$ cat src/rtl/data_mem_arbiter.sv
// data_mem_arbiter
// Shares the single-port data memory between the CPU micro-instruction path
// and a debug/loader port. CPU accesses pass straight through. A debug
// access wins when the CPU is idle, or once it has lost STARVE_LIMIT cycles
// in a row, in which case the CPU is stalled for that one cycle.
//
// Ports:
//   clk, reset                      clock, asynchronous active-low reset
//   cpu_mem_instruction/addr/wdata  CPU memory micro-op
//   cpu_stall                       CPU must hold and re-issue next cycle
//   dbg_req/we/addr/wdata           debug request (held until dbg_ack)
//   dbg_ack, dbg_rdata              completion pulse, read data
//   mem_instruction/addr/wdata      to data_mem
//   mem_rdata                       from data_mem bus_out (registered)
//
// Optional build macro DATA_MEM_ARB_PERF_EN adds the stall_count and
// dbg_grant_count outputs (16-bit, saturating).
//
// The encoding macros below are supplied by the project headers; the
// fallbacks only keep this file self-contained.

`ifndef WORD_SIZE
`define WORD_SIZE 4
`endif
`ifndef MEM_MICRO_INSTRUCTION_SIZE
`define MEM_MICRO_INSTRUCTION_SIZE 2
`endif
`ifndef MEM_BUSTORAM
`define MEM_BUSTORAM 2'd1
`endif
`ifndef MEM_RAMTOBUS
`define MEM_RAMTOBUS 2'd2
`endif

module data_mem_arbiter #(
   parameter int STARVE_LIMIT = 4,
   parameter logic [`MEM_MICRO_INSTRUCTION_SIZE-1:0] IDLE_CODE = '0
) (
   input  logic                                   clk,
   input  logic                                   reset,
   input  logic [`MEM_MICRO_INSTRUCTION_SIZE-1:0] cpu_mem_instruction,
   input  logic [`WORD_SIZE-1:0]                  cpu_addr,
   input  logic [`WORD_SIZE-1:0]                  cpu_wdata,
   output logic                                   cpu_stall,
   input  logic                                   dbg_req,
   input  logic                                   dbg_we,
   input  logic [`WORD_SIZE-1:0]                  dbg_addr,
   input  logic [`WORD_SIZE-1:0]                  dbg_wdata,
   output logic                                   dbg_ack,
   output logic [`WORD_SIZE-1:0]                  dbg_rdata,
   output logic [`MEM_MICRO_INSTRUCTION_SIZE-1:0] mem_instruction,
   output logic [`WORD_SIZE-1:0]                  mem_addr,
   output logic [`WORD_SIZE-1:0]                  mem_wdata,
   input  logic [`WORD_SIZE-1:0]                  mem_rdata
`ifdef DATA_MEM_ARB_PERF_EN
   ,
   output logic [15:0]                            stall_count,
   output logic [15:0]                            dbg_grant_count
`endif
);

   localparam int CW = (STARVE_LIMIT < 1) ? 1 : $clog2(STARVE_LIMIT + 1);
   localparam logic [CW-1:0] LIMIT = CW'(STARVE_LIMIT);

   localparam logic [1:0] S_IDLE    = 2'd0;
   localparam logic [1:0] S_RD_WAIT = 2'd1;
   localparam logic [1:0] S_ACK     = 2'd2;

   logic [1:0]    state, state_nxt;
   logic [CW-1:0] starve_cnt;
   logic          cpu_access;
   logic          dbg_win;

   always_comb begin
      cpu_access = (cpu_mem_instruction == `MEM_BUSTORAM) ||
                   (cpu_mem_instruction == `MEM_RAMTOBUS);
      // Gated by reset so nothing is granted (or stalled) while held in reset.
      dbg_win    = reset && (state == S_IDLE) && dbg_req &&
                   (!cpu_access || (starve_cnt >= LIMIT));
      cpu_stall  = dbg_win && cpu_access;

      mem_instruction = IDLE_CODE;
      mem_addr        = '0;
      mem_wdata       = '0;
      if (reset) begin
         if (dbg_win) begin
            mem_instruction = dbg_we ? `MEM_BUSTORAM : `MEM_RAMTOBUS;
            mem_addr        = dbg_addr;
            mem_wdata       = dbg_wdata;
         end else begin
            // Non-access CPU encodings are normalised to IDLE_CODE.
            mem_instruction = cpu_access ? cpu_mem_instruction : IDLE_CODE;
            mem_addr        = cpu_addr;
            mem_wdata       = cpu_wdata;
         end
      end
   end

   always_comb begin
      state_nxt = S_IDLE;
      case (state)
         S_IDLE:    if (dbg_win) state_nxt = dbg_we ? S_ACK : S_RD_WAIT;
         S_RD_WAIT: state_nxt = S_ACK;
         S_ACK:     state_nxt = S_IDLE;
         default:   state_nxt = S_IDLE;
      endcase
   end

   assign dbg_ack = (state == S_ACK);

   always_ff @(posedge clk or negedge reset) begin
      if (!reset) begin
         state      <= S_IDLE;
         starve_cnt <= '0;
         dbg_rdata  <= '0;
      end else begin
         state <= state_nxt;

         // Counts consecutive lost IDLE cycles; frozen while a debug op is
         // in flight so a held dbg_req does not accumulate credit.
         if (!dbg_req || dbg_win)
            starve_cnt <= '0;
         else if ((state == S_IDLE) && (starve_cnt < LIMIT))
            starve_cnt <= starve_cnt + CW'(1);

         // data_mem registers the read issued on the grant cycle, so the
         // value is on mem_rdata during RD_WAIT.
         if (state == S_RD_WAIT)
            dbg_rdata <= mem_rdata;
      end
   end

`ifdef DATA_MEM_ARB_PERF_EN
   always_ff @(posedge clk or negedge reset) begin
      if (!reset) begin
         stall_count     <= '0;
         dbg_grant_count <= '0;
      end else begin
         if (cpu_stall && (stall_count != 16'hFFFF))
            stall_count <= stall_count + 16'd1;
         if (dbg_win && (dbg_grant_count != 16'hFFFF))
            dbg_grant_count <= dbg_grant_count + 16'd1;
      end
   end
`endif

endmodule

$ cat config.mk
export PLATFORM = sky130hd
export DESIGN_NAME = data_mem_arbiter
export DESIGN_NICKNAME = d
export VERILOG_FILES = /design/src/rtl/data_mem_arbiter.sv
export SDC_FILE = /design/constraint.sdc
export NUM_CORES = 1
export LEC_CHECK = 0
export ABC_AREA = 1
export ABC_CLOCK_PERIOD_IN_PS = 1800
export CORE_MARGIN = 2
export CORE_UTILIZATION = 28
export CTS_BUF_LIST = sky130_fd_sc_hd__clkbuf_16
export CTS_CLUSTER_SIZE = 10
export DETAILED_ROUTE_END_ITERATION = 7
export PLACE_DENSITY = 0.68
export SKIP_CTS_REPAIR_TIMING = 1
export SLEW_MARGIN = 10
export SYNTH_ARGS = -nofsm -noshare
export SYNTH_HDL_FRONTEND = slang
export SYNTH_SLANG_ARGS = --single-unit
$ cat constraint.sdc
create_clock -name clk -period 1.8 [get_ports clk]
set_input_delay 0.54 -clock clk [delete_from_list [all_inputs] [get_ports clk]]
set_output_delay 0.54 -clock clk [all_outputs]
set_load 0.02 [all_outputs]
Word level (Yosys, flattened, before mapping)

Index checks and enable logic that the tools add are counted.

Output and inout bits: 16
Bits in registers: 9
Bits of input ports: 26
Word-level logic and storage cells: 35

Equality and inequality tests: 4
Mux-type cells: 13
$lt $le $gt $ge: 2
Reductions and logical operators: 12
$add $sub $neg: 1

Operators by type and width:

| operator            | number |
|---|---|
| $mux 4              | 4 |
| $mux 2              | 6 |
| $mux 3              | 2 |
| $logic_and 1x1->1   | 5 |
| $eq 2x1->1 const B  | 2 |
| $eq 2x2->1 const B  | 2 |
| $pmux 2 s2          | 1 |
| $add 3x1->3 const B | 1 |
| $ge 3x3->1 const B  | 1 |
| $logic_or 1x1->1    | 3 |
| $lt 3x3->1 const B  | 1 |
| $logic_not 1->1     | 2 |
| $logic_not 2->1     | 1 |
| $reduce_bool 2->1   | 1 |

Depth between registers and ports, before layout

Depth after elaboration: 7
Depth in mapped cells: 8
Depth with buffers taken out: 8

Least setup slack after synthesis

Ideal clock, no wire load.

Path kind: input to output
From: input port cpu_mem_instruction[0]
To: output port cpu_stall
Arrival: 1.521 ns
Required time: 1.260 ns
Stages: 7
Path slack: -0.261 ns
Cells stage by stage: inv_1 -> ha_1 -> inv_1 -> nand2_1 -> nand3_4 -> buf_6 -> nor2_1

Cells in the longest elaborated chain, start to end: 6
Elaborated cells on any way between the ends: 7
Classes of those cells: eq/ne: 2; reduce/logical: 5

Ends and longest elaborated chain:

| item                                                             | line | RTL |
|---|---|---|
| start: declaration                                               | 41   | `` input logic [`MEM_MICRO_INSTRUCTION_SIZE-1:0] cpu_mem_instruction, `` |
| $eq 2x1->1 (no source line) / $eq 2x2->1 (equally long branches) | --   |  |
| $logic_or 1x1->1 (*)                                             | 75   | `` cpu_access = (cpu_mem_instruction == `MEM_BUSTORAM) \|\| `` |
| $logic_not 1->1                                                  | 79   | `(!cpu_access \|\| (starve_cnt >= LIMIT));` |
| $logic_or 1x1->1                                                 | 79   |  |
| $logic_and 1x1->1                                                | 78   | `dbg_win = reset && (state == S_IDLE) && dbg_req &&` |
| $logic_and 1x1->1 (*)                                            | 80   | `cpu_stall = dbg_win && cpu_access;` |
| end: declaration                                                 | 44   | `output logic cpu_stall,` |

Every way passes the cells marked *; elsewhere a longest branch is shown, timed or not.

Worst setup path in the final report

From: input port cpu_mem_instruction[0]
To: output port mem_wdata[2]

Cells in the longest elaborated chain, start to end: 7
Elaborated cells on any way between the ends: 8
Classes of those cells: eq/ne: 2; mux: 2; reduce/logical: 4

Ends and longest elaborated chain:

| item                                                             | line | RTL |
|---|---|---|
| $eq 2x1->1 (no source line) / $eq 2x2->1 (equally long branches) | --   |  |
| $logic_or 1x1->1 (*)                                             | 75   |  |
| $logic_not 1->1 (*)                                              | 79   |  |
| $logic_or 1x1->1 (*)                                             | 79   |  |
| $logic_and 1x1->1 (*)                                            | 78   |  |
| $mux 4 (*)                                                       | 86   | `if (dbg_win) begin` |
| $mux 4 (*)                                                       | 85   | `if (reset) begin` |
| end: declaration                                                 | 53   | `` output logic [`WORD_SIZE-1:0] mem_wdata, `` |

Marked as above.

==> run metrics <==
status finished, violations left; failing checks setup timing; Reg2Reg Depth 6; Pre-antenna DRT Iters 3; share of the synthesized area in the top cell type a little over a third; CORE AREA about 2100 µm²; post-synth cell types 17; Final ANT Viol Nets 0; Critical Path Source Type primary input; Worst VDD drop 0.000844 V; post-synth top area cell dfrtp_1; critical path endpoint category output port; fraction of layout cells with a size suffix above 1 roughly 45%; Reg power frac about a quarter; 1st-iter DRT viols 3; GRT Total Usage between 10 and 15%; total power roughly 0.0011 W; Die Ht 51.0 µm; number of setup violations in the final report 11; number of synthesized register bits 9; Final GP Congestion 0.685; Mapped Cells slightly below 90; Die W about 51 µm; YS warnings 0; Hold Vio Cnt, Final 0; Switching Share a little under a third; logic gate share of total power 40.6%; Ant. Diodes 0; Worst path depth 10; largest net degree at the start of global routing 15; syn_nets about 120; # DRC 0; # nets final approximately 180; wirelength, routed approximately 1900 µm; setup TNS -2.96 ns; vias per inst between 4 and 5; first-pass GRT wire length roughly 2900 µm; Crit Path Class in2out; predominant post-synthesis flop cell dfrtp_1; Pwr Density 733 nW/µm²; Clock Power Share 34.8%; Root Buffer clkbuf_16; Final Cycle Share 116%; H-tree depth 1; most common cell in the netlist nand2_1; cell row count 17; dpl hpwl roughly 1500 µm; synth cell count leaders nand2_1, nand3_1, inv_1; Worst-Margin Slew between 0.2 and 0.25 ns; Fmax approximately 480 MHz; initial antenna violation count 0; EDFF count, synth 0; NetSw about 0.00034 W; Post-synth ARST share 100%; register area share after synthesis a little over a third; initial core utilization 28.8%; Tmin final 2.10 ns; CP cell instances buf_8, inv_8, ha_4, inv_4, nand2_4, nand3_4, buf_12, nand3_4, nand2_4, buf_6; Max Cap Viol 0; setup ws final -0.296 ns; required time worst endpoint between 1 and 1.5 ns; fin. max-slew vios 0; clk slew on worst S/H paths 0.04 ns; Avg Inst Size Synth 7.04 µm²; CP max FO 7; Layout area overhead 143%; Via Count between 700 and 800; clk_skew ~0.0033 ns; most area-consuming cells after synthesis dfrtp_1, nand2_1, nand3_1, inv_1, ha_1; LEAKAGE around 0.75 nW; PortBufs 41; Worst Hold Class in2async; clk buf depth 2; io pins 42; Clk Latency, worst-skew pair approximately 0.24 ns; vias in the first global route 727; CP bufs+invs 5; Mapped Area 619 µm²; Sink Count 9; global route overflow 0; WL/cell around 11 µm; cell-internal power 0.000764 W; Worst Path Arrival between 1.5 and 2 ns; Critical Path Max Stage Delay approximately 0.26 ns; Num CTS Buffers 3; critical path's slowest cell ha_4; Max-slew headroom between 80% and 90%; RSZ-0062 raised after global routing true; Top delay family on crit path buffers and inverters; CTS tree done; full die area ~2600 µm²
-- power by group through the flow --
| stage | Sequential, W | Combinational, W | Clock [W] |
|---|---|---|---|
| final | 0.000271 | 0.000447 | 0.000384 |
| after global routing | 0.000277 | 0.000480 | 0.000405 |
| after CTS | 0.000272 | 0.000436 | 0.000395 |
| after detailed placement | 0.000272 | 0.000435 | 0 |
| after global placement | 0.000271 | 0.000426 | 0 |
| after floorplan | 0.000306 | 0.000189 | 0 |
-- sequential cells by signal (all words and copies together), names as in the netlist --
signal and count:
dbg_rdata 4, state 2, starve_cnt 3
-- cells in the final DEF (no fill, tap or decap) --
master	netlist	layout
clkdlybuf4s50_1	0	24
nand2_1	34	23
buf_6	1	13
buf_4	0	12
nand2_4	1	10
nand3_4	1	9
dfrtp_1	9	9
inv_1	12	8
nand3_1	13	5
nor2_4	1	4
dlymetal6s2s_1	0	4
inv_2	1	3
clkbuf_16	0	3
inv_4	0	2
nand4_1	2	2
nor2_1	5	2
nand2_2	0	2
ha_1	3	2
inv_8	0	1
xor2_1	1	1
nor2_2	1	1
a21oi_1	1	1
a21oi_2	1	1
ha_4	0	1
buf_8	0	1
clkbuf_2	0	1
buf_12	0	1
-- final cells by class --
cell class / instances / area, µm²
Fill cell: 170 / 643
Timing Repair Buffer: 56 / 567
Multi-Input combinational cell: 64 / 538
Sequential cell: 9 / 225
Clock buffer: 3 / 75.1
Inverter: 13 / 61.3
Tap cell: 28 / 35.0
Clock inverter: 1 / 3.75
-- metal layers --
layer	share of wire, %	up-vias	routed length [µm]	track usage (%)
li1	-	390	-	-
met1	40	331	751	15.5
met2	49	39	921	27.3
met3	8.3	3	154	2.92
met4	1.9	0	35	9.46
met5	0	-	0	0
-- final timing paths --
check                                end  slack (ns)                    from
min                        starve_cnt[2]        0.33                   reset
max                         mem_wdata[2]       -0.30  cpu_mem_instruction[0]
min in group clk            dbg_rdata[1]        0.48            dbg_rdata[1]
max reg2reg                starve_cnt[0]        0.58                state[1]
max in group asynchronous  starve_cnt[1]        1.12                   reset
min reg2reg                 dbg_rdata[1]        0.48            dbg_rdata[1]
-- kinds of logic (layout without fill, tap and decap cells) --
| family | count (synthesis) | in the layout | synth area share [%] |
|---|---|---|---|
| DFF | 9 | 9 | 36.4 |
| adders and majority gates | 3 | 3 | 6.06 |
| xor gates and xnor gates | 1 | 1 | 1.41 |
| and+or+nand+nor | 58 | 58 | 43.6 |
| AOI/OAI and AO/OA | 2 | 2 | 2.22 |
| buffers and inverters | 15 | 73 | 10.3 |
-- per-stage QoR --
stage	instance area (µm²)	instances	util [%]	setup WS (ns)	hold slack, ns
floorplan	835	88	-	-0.0956	0.244
global placement	1370	168	63.5	-1.28	0.464
detailed placement	1370	168	63.5	-1.33	0.463
CTS	1440	172	67.2	-1.33	0.475
global route	1510	174	70.1	-0.343	0.342
finish	1510	174	70.1	-0.296	0.330
Note: power is estimated with default switching activity, not from simulation.
